`config.mk`:
```
export PLATFORM = sky130hd
export DESIGN_NAME = remote_cmd_sender
export DESIGN_NICKNAME = d
export VERILOG_FILES = /design/src/rtl/remote_cmd_sender.sv
export SDC_FILE = /design/constraint.sdc
export NUM_CORES = 1
export LEC_CHECK = 0
export BUFFER_PORTS_ARGS = -buffer_cell sky130_fd_sc_hd__buf_2
export CORE_ASPECT_RATIO = 0.7
export CORE_MARGIN = 2
export CORE_UTILIZATION = 40
export DETAILED_ROUTE_END_ITERATION = 8
export PLACE_DENSITY_LB_ADDON = 0.1
export SYNTH_ARGS = -nofsm -noshare
export SYNTH_HDL_FRONTEND = slang
export SYNTH_SLANG_ARGS = --single-unit
```
`constraint.sdc`:
```
create_clock -name clk -period 3.55 [get_ports clk]
set_clock_uncertainty 0.15 [all_clocks]
set_input_delay 0.355 -clock clk [delete_from_list [all_inputs] [get_ports clk]]
set_output_delay 0.355 -clock clk [all_outputs]
set_load 0.03 [all_outputs]
```
`src/rtl/remote_cmd_sender.sv`:
```
// Host-side command transmitter: sends a 16-bit command as two UART bytes (high first),
// then waits for a single response byte or a timeout.
module remote_cmd_sender #(
  parameter int         TIMEOUT_CYC = 1_000_000,
  parameter logic [7:0] ACK_BYTE    = 8'hA5
) (
  input  logic        clk,
  input  logic        rst,
  input  logic [15:0] cmd,
  input  logic        send_cmd,
  output logic [7:0]  tx_data,
  output logic        trmt,
  input  logic        tx_done,
  input  logic        rx_rdy,
  input  logic [7:0]  rx_data,
  output logic        cmd_sent,
  output logic        resp_rdy,
  output logic [7:0]  resp,
  output logic        resp_ack,
  output logic        timeout,
  output logic        busy
);

  localparam int CW = $clog2(TIMEOUT_CYC);
  localparam logic [CW-1:0] CNT_LAST = CW'(TIMEOUT_CYC - 1);
  localparam logic [CW-1:0] CNT_MAX  = '1;

  typedef enum logic [2:0] {IDLE, TX_HI, WAIT_HI, TX_LO, WAIT_LO, WAIT_RESP} state_t;

  state_t        state, state_n;
  logic [15:0]   cmd_buf, cmd_buf_n;
  logic [CW-1:0] resp_cnt, resp_cnt_n;
  logic [7:0]    tx_data_n, resp_n;
  logic          trmt_n, cmd_sent_n, resp_rdy_n, timeout_n;

  always_ff @(posedge clk) begin
    if (rst) begin
      state    <= IDLE;
      cmd_buf  <= '0;
      resp_cnt <= '0;
      tx_data  <= '0;
      trmt     <= 1'b0;
      cmd_sent <= 1'b0;
      resp_rdy <= 1'b0;
      resp     <= '0;
      timeout  <= 1'b0;
    end else begin
      state    <= state_n;
      cmd_buf  <= cmd_buf_n;
      resp_cnt <= resp_cnt_n;
      tx_data  <= tx_data_n;
      trmt     <= trmt_n;
      cmd_sent <= cmd_sent_n;
      resp_rdy <= resp_rdy_n;
      resp     <= resp_n;
      timeout  <= timeout_n;
    end
  end

  // Next values of every registered output are decoded here so each one is a clean flop.
  always_comb begin
    state_n    = state;
    cmd_buf_n  = cmd_buf;
    resp_cnt_n = resp_cnt;
    tx_data_n  = tx_data;
    trmt_n     = 1'b0;
    cmd_sent_n = 1'b0;
    resp_rdy_n = resp_rdy;
    resp_n     = resp;
    timeout_n  = 1'b0;
    unique case (state)
      IDLE: if (send_cmd) begin
        cmd_buf_n  = cmd;
        resp_rdy_n = 1'b0;
        trmt_n     = 1'b1;
        tx_data_n  = cmd[15:8];
        state_n    = TX_HI;
      end
      TX_HI: state_n = WAIT_HI;
      WAIT_HI: if (tx_done) begin
        trmt_n    = 1'b1;
        tx_data_n = cmd_buf[7:0];
        state_n   = TX_LO;
      end
      TX_LO: state_n = WAIT_LO;
      WAIT_LO: if (tx_done) begin
        cmd_sent_n = 1'b1;
        resp_cnt_n = '0;
        state_n    = WAIT_RESP;
      end
      WAIT_RESP: begin
        if (resp_cnt != CNT_MAX) resp_cnt_n = resp_cnt + 1'b1;
        // A response on the terminal cycle takes priority over the timeout.
        if (rx_rdy) begin
          resp_n     = rx_data;
          resp_rdy_n = 1'b1;
          state_n    = IDLE;
        end else if (resp_cnt == CNT_LAST) begin
          timeout_n = 1'b1;
          state_n   = IDLE;
        end
      end
      default: state_n = IDLE;
    endcase
  end

  assign resp_ack = resp_rdy && (resp == ACK_BYTE);
  assign busy     = (state != IDLE);

endmodule

```
Word-level counts from Yosys, hierarchy flattened
Index checks and enable logic that the tools add are counted.
{"block": "classes", "n_addsub": 1, "n_eq_ne": 14, "reduce_logical": 14, "bitwise": 2, "muxes": 19}
{"op": "$mux W20", "n": 2}
{"op": "$pmux W20 S2", "n": 1}
{"op": "$add A20 B1 Y20 const B", "n": 1}
{"op": "$eq A20 B20 Y1 const B", "n": 1}
{"op": "$ne A20 B20 Y1 const B", "n": 1}
{"op": "$pmux W3 S6", "n": 1}
{"op": "$mux W8", "n": 2}
{"op": "$pmux W8 S2", "n": 1}
{"op": "$mux W3", "n": 5}
{"op": "$ne A2 B2 Y1 const B", "n": 5}
{"op": "$reduce_and A3 Y1", "n": 3}
{"op": "$eq A8 B8 Y1 const B", "n": 1}
{"op": "$eq A3 B2 Y1 const B", "n": 2}
{"op": "$eq A3 B3 Y1 const B", "n": 2}
{"op": "$reduce_bool A2 Y1", "n": 3}
{"op": "$mux W1", "n": 5}
{"op": "$pmux W1 S2", "n": 2}
{"op": "$reduce_and A2 Y1", "n": 2}
{"op": "$reduce_and A4 Y1", "n": 1}
{"op": "$eq A3 B1 Y1 const B", "n": 1}
{"op": "$logic_not A3 Y1", "n": 1}
{"op": "$ne A3 B3 Y1 const B", "n": 1}
{"op": "$reduce_bool A3 Y1", "n": 1}
{"op": "$reduce_or A3 Y1", "n": 1}
{"op": "other kinds (3)", "n": 4}
{"block": "word_totals", "regBits": 51, "input_bits": 29}

Depth between registers and ports, before layout
{"block": "depth", "word_depth": 4, "mapped_depth": 8, "mapped_depth_nobuf": 6}

Least setup slack after synthesis
Ideal clock, no wire load.
{"block": "synth_timing", "kind": "reg-to-output", "start": "register resp[2]", "end": "output port resp_ack", "path_stages_with_launch": 4, "t_arrival_ns": 1.977, "n_path_buf": 0, "slack_ns": 1.068, "cell_sequence": "dfxtp_1 nor4bb_1 nand3_1 nor4b_1"}
{"block": "synth_via", "elab_chain_cells": 2}
{"item": "start: declaration", "line_no": "18", "rtl": "output logic [7:0] resp,"}
{"item": "start signal: assignment", "line_no": "55", "rtl": "resp <= resp_n;"}
{"item": "$eq A8 B8 Y1", "line_no": "107", "rtl": "assign resp_ack = resp_rdy && (resp == ACK_BYTE);"}
{"item": "$logic_and A1 B1 Y1", "line_no": "107"}
{"item": "end: declaration", "line_no": "19", "rtl": "output logic resp_ack,"}
No other way between the ends.

Final worst setup path
{"block": "layout_timing", "start": "register state[2]", "end": "register resp_cnt[10]"}
{"block": "layout_via", "elab_chain_cells": 3}
{"item": "start: declaration", "line_no": "30", "rtl": "state_t state, state_n;"}
{"item": "start signal: assignment", "line_no": "48", "rtl": "state <= state_n;"}
{"item": "$eq A3 B3 Y1", "line_no": "71", "rtl": "unique case (state)"}
{"item": "$ne A2 B2 Y1 (no source line) / $reduce_bool A2 Y1 (equally long branches)"}
{"item": "$reduce_and A3 Y1 (no source line)"}
{"item": "end signal: assignment", "line_no": "50", "rtl": "resp_cnt <= resp_cnt_n;"}
{"item": "end: declaration", "line_no": "32", "rtl": "logic [CW-1:0] resp_cnt, resp_cnt_n;"}
Several ways; a longest one is shown, not always the timed one.
A chain may end at the register's enable or synchronous reset.

==> reports/results.tsv <==
stage	metric	value	unit
timing	hold_viol	0	
timing	min_period_over_period	68.6	%
cts	postCtsSetupRepairBufs	0	
die	num_rows	23	
critical_path	r2r_slack	1110	ps
critical_path	cpMostUsedCell	buf_4	
global_route	grt_antenna_before_repair	0	
final_layout	fin_nets	361	
pwr	ir_drop	0.173	mV
synthesis	synth_fa_ha_area_share	0.532	%
flow_run	drv_cap	0	
placement	place_ws	1190	ps
synthesis	ys_types	48	
critical_path	cp_num_cells	7	
min_path	hold_class	input pin to register	
synthesis	ys_seq_elements	51	
synthesis	yosys-top-cells-area	dfxtp_1, a21oi_1, nand2_1	
synthesis	synthXorXnorAreaFrac	1.49	%
routing	vias_per_cell	5.32	
placement	gp_congestion	0.794	
synthesis	synth_compound_area_share	19.9	%
routing	detail_route.first_pass.iterations	4	
die	start_util	41.3	%
synthesis	synth_area	0.00235	mm2
pwr	p_leak	1.07	nW
synthesis	yosys.area_share.simple	26.0	%
cts	hold_buffers	0	
synthesis	yosys_warnings	0	
routing	drc	0	
die	die_h	68.2	um
cts	cts_made_buffers	5	
cts	cts_tree	built	
outcome	status	finished, final reports clean	
routing	drt_iter0_markers	169	
placement	dpl.hpwl	3940	um
cts	clock_path_buffers	2	
critical_path	crit_chain	nor2b_1 -> nand2_1 -> buf_4 -> a31oi_1 -> buf_4 -> nand4_1 -> o21ai_0	
timing	setup_viol	0	
cts	path_clk_slew	90	ps
critical_path	slowest_stage	dfxtp_1	
routing	vias	2158	
critical_path	cp_slowest_stage_delay	520	ps
final_layout	antenna_cells	0	
global_route	gr-total-overflow	0	
critical_path	cp.arrival	2510	ps
min_path	whs_path_depth	3	
synthesis	yosysTopAreaCell	dfxtp_1	
timing	hold_ws	140	ps
cts	cts_root_buf	clkbuf_8	
routing	final_antenna_net_count	0	
timing	fin_setup_tns	0	ps
final_layout	postLayoutCoreUtil	47.8	%
synthesis	seq_area_frac_synth	43.4	%
cts	cts_resized	0	
synthesis	synth_top_family_by_area	simple AND/OR/NAND/NOR gates	
critical_path	end_kind	register	
global_route	grt_usage	17.6	%
die	io_pins	51	
synthesis	synth_mux_area_share	3.83	%
global_route	grt_pass1_wl	8930	um
timing	relSlewSlack	43.1	%
critical_path	cp_num_buf_inv	2	
global_route	grt_pass1_vias	1803	
timing	max_freq	0.410	GHz
cts	clock-sinks	51	
critical_path	worstPathMaxFanout	19	
pwr	power	1.16	mW
die	die_x	95.7	um
die	fp.coreArea	0.00570	mm2
synthesis	synth_top_area_share	43.4	%
final_layout	area_delta_synth_final	15.7	%
final_layout	drive_gt1_share	19.6	%
timing	rsz0062_at_grt	no	
synthesis	netlist_instances	291	
timing	worst_pin_slew	851	ps
synthesis	syn_nets	321	
critical_path	cp_data_required_time	3620	ps
cts	cts-htree-levels	2	
synthesis	synth_area_per_cell	8.09	um2
pwr	power_density	427	mW/mm2
critical_path	crit_family	simple AND/OR/NAND/NOR gates	
timing	setup_ws	1110	ps
critical_path	worstSetupStartpointType	register	
critical_path	r2r_cells	7	
routing	routed_wl	5580	um
cts	worstSkewPairLatency	290	ps
critical_path	critPathKind	register to register	
timing	period_minus_slack	2440	ps
global_route	grt_max_degree	38	
routing	wl_per_cell	13.7	um
die	die_area	0.00652	mm2
timing	maxSlewViolCount	0	
placement	portBuffers	50	
-- layout make-up --
cell class / instances / area (um2)
multi-input cells: 217 / 1220
clock buffers: 6 / 72.6
flip-flops and latches: 51 / 1020
well taps: 75 / 93.8
fillers: 585 / 2970
clock inverters: 1 / 30.0
inverters: 2 / 7.51
repair buffers: 54 / 280
-- layer usage --
metal  track usage [%]  part of all wire (%)  up-vias
met5                 0                     0        -
met4              3.93                  0.48        0
met3              3.96                   5.4        2
met2              22.9                    39       59
met1              28.5                    55      981
li1                  -                     -     1116
-- tightest hold or removal path, stage by stage --
cell and delay, ps:
buf_2 100, nand2_1 40, a21oi_1 50
-- path summary, 6_finish.rpt --
path                                 start           end
worst min-delay path                cmd[6]    cmd_buf[6]
worst min register to register  cmd_buf[6]    cmd_buf[6]
worst max-delay path              state[2]  resp_cnt[10]
worst max register to register    state[2]  resp_cnt[10]
-- logic make-up after synthesis --
logic type	after synthesis
AND/OR/NAND/NOR	124
AO/OA/AOI/OAI	79
flip-flops	51
buffers and inverters	23
multiplexers	9
XOR/XNOR	4
adder cells (fa/ha/maj)	1
-- metrics by stage --
step           instances  instance area (um2)
3_5_place_dp         399                 2620
5_1_grt              406                 2720
3_3_place_gp         399                 2620
2_1_floorplan        291                 2350
4_1_cts              406                 2720
6_report             406                 2720
-- layout by cell type (no fill, tap or decap), types with 4 or more instances in the layout --
master / synthesis / layout
a21oi_1: 36 / 36
a31oi_1: 5 / 5
a41oi_1: 4 / 4
and3_1: 7 / 7
buf_2: 7 / 50
buf_4: 3 / 4
clkbuf_8: 0 / 5
dfxtp_1: 51 / 51
mux2i_1: 9 / 9
nand2_1: 47 / 47
nand3_1: 8 / 8
nand4_1: 5 / 5
nor2_1: 30 / 30
o21ai_0: 19 / 19
-- registers in the layout (all words and copies together) (netlist names) --
register / flops
resp_cnt: 20
cmd_buf: 8
resp: 8
tx_data: 8
state: 3
cmd_sent: 1
resp_rdy: 1
timeout: 1
trmt: 1
-- cells in the mapped netlist, drive strengths merged --
cell / number
and4: 2
nand4: 5
and2: 2
nand3: 8
mux2i: 9
o31ai: 2
a31oi: 5
nand2b: 1
clkbuf: 9
nand3b: 2
buf: 12
or4b: 2
nor4bb: 1
o311ai: 1
a21oi: 37
a22oi: 1
a41oi: 4
or3: 1
a41o: 2
a311oi: 2
nor4: 3
o41ai: 2
nor3b: 1
and3: 7
nor4b: 2
a31o: 1
dfxtp: 51
and2b: 1
xnor2: 3
or2: 1
xor2: 1
nor2b: 3
o21ai: 20
inv: 2
nand2: 48
nor2: 30
nand4b: 1
ha: 1
a22o: 2
nor3: 3
-- report_power, final --
| group | internal, mW | switching [mW] |
|---|---|---|
| clock | 0.207 | 0.179 |
| sequential | 0.595 | 0.0218 |
| combinational | 0.0609 | 0.101 |
No activity file was read; power rests on OpenSTA's default activity.
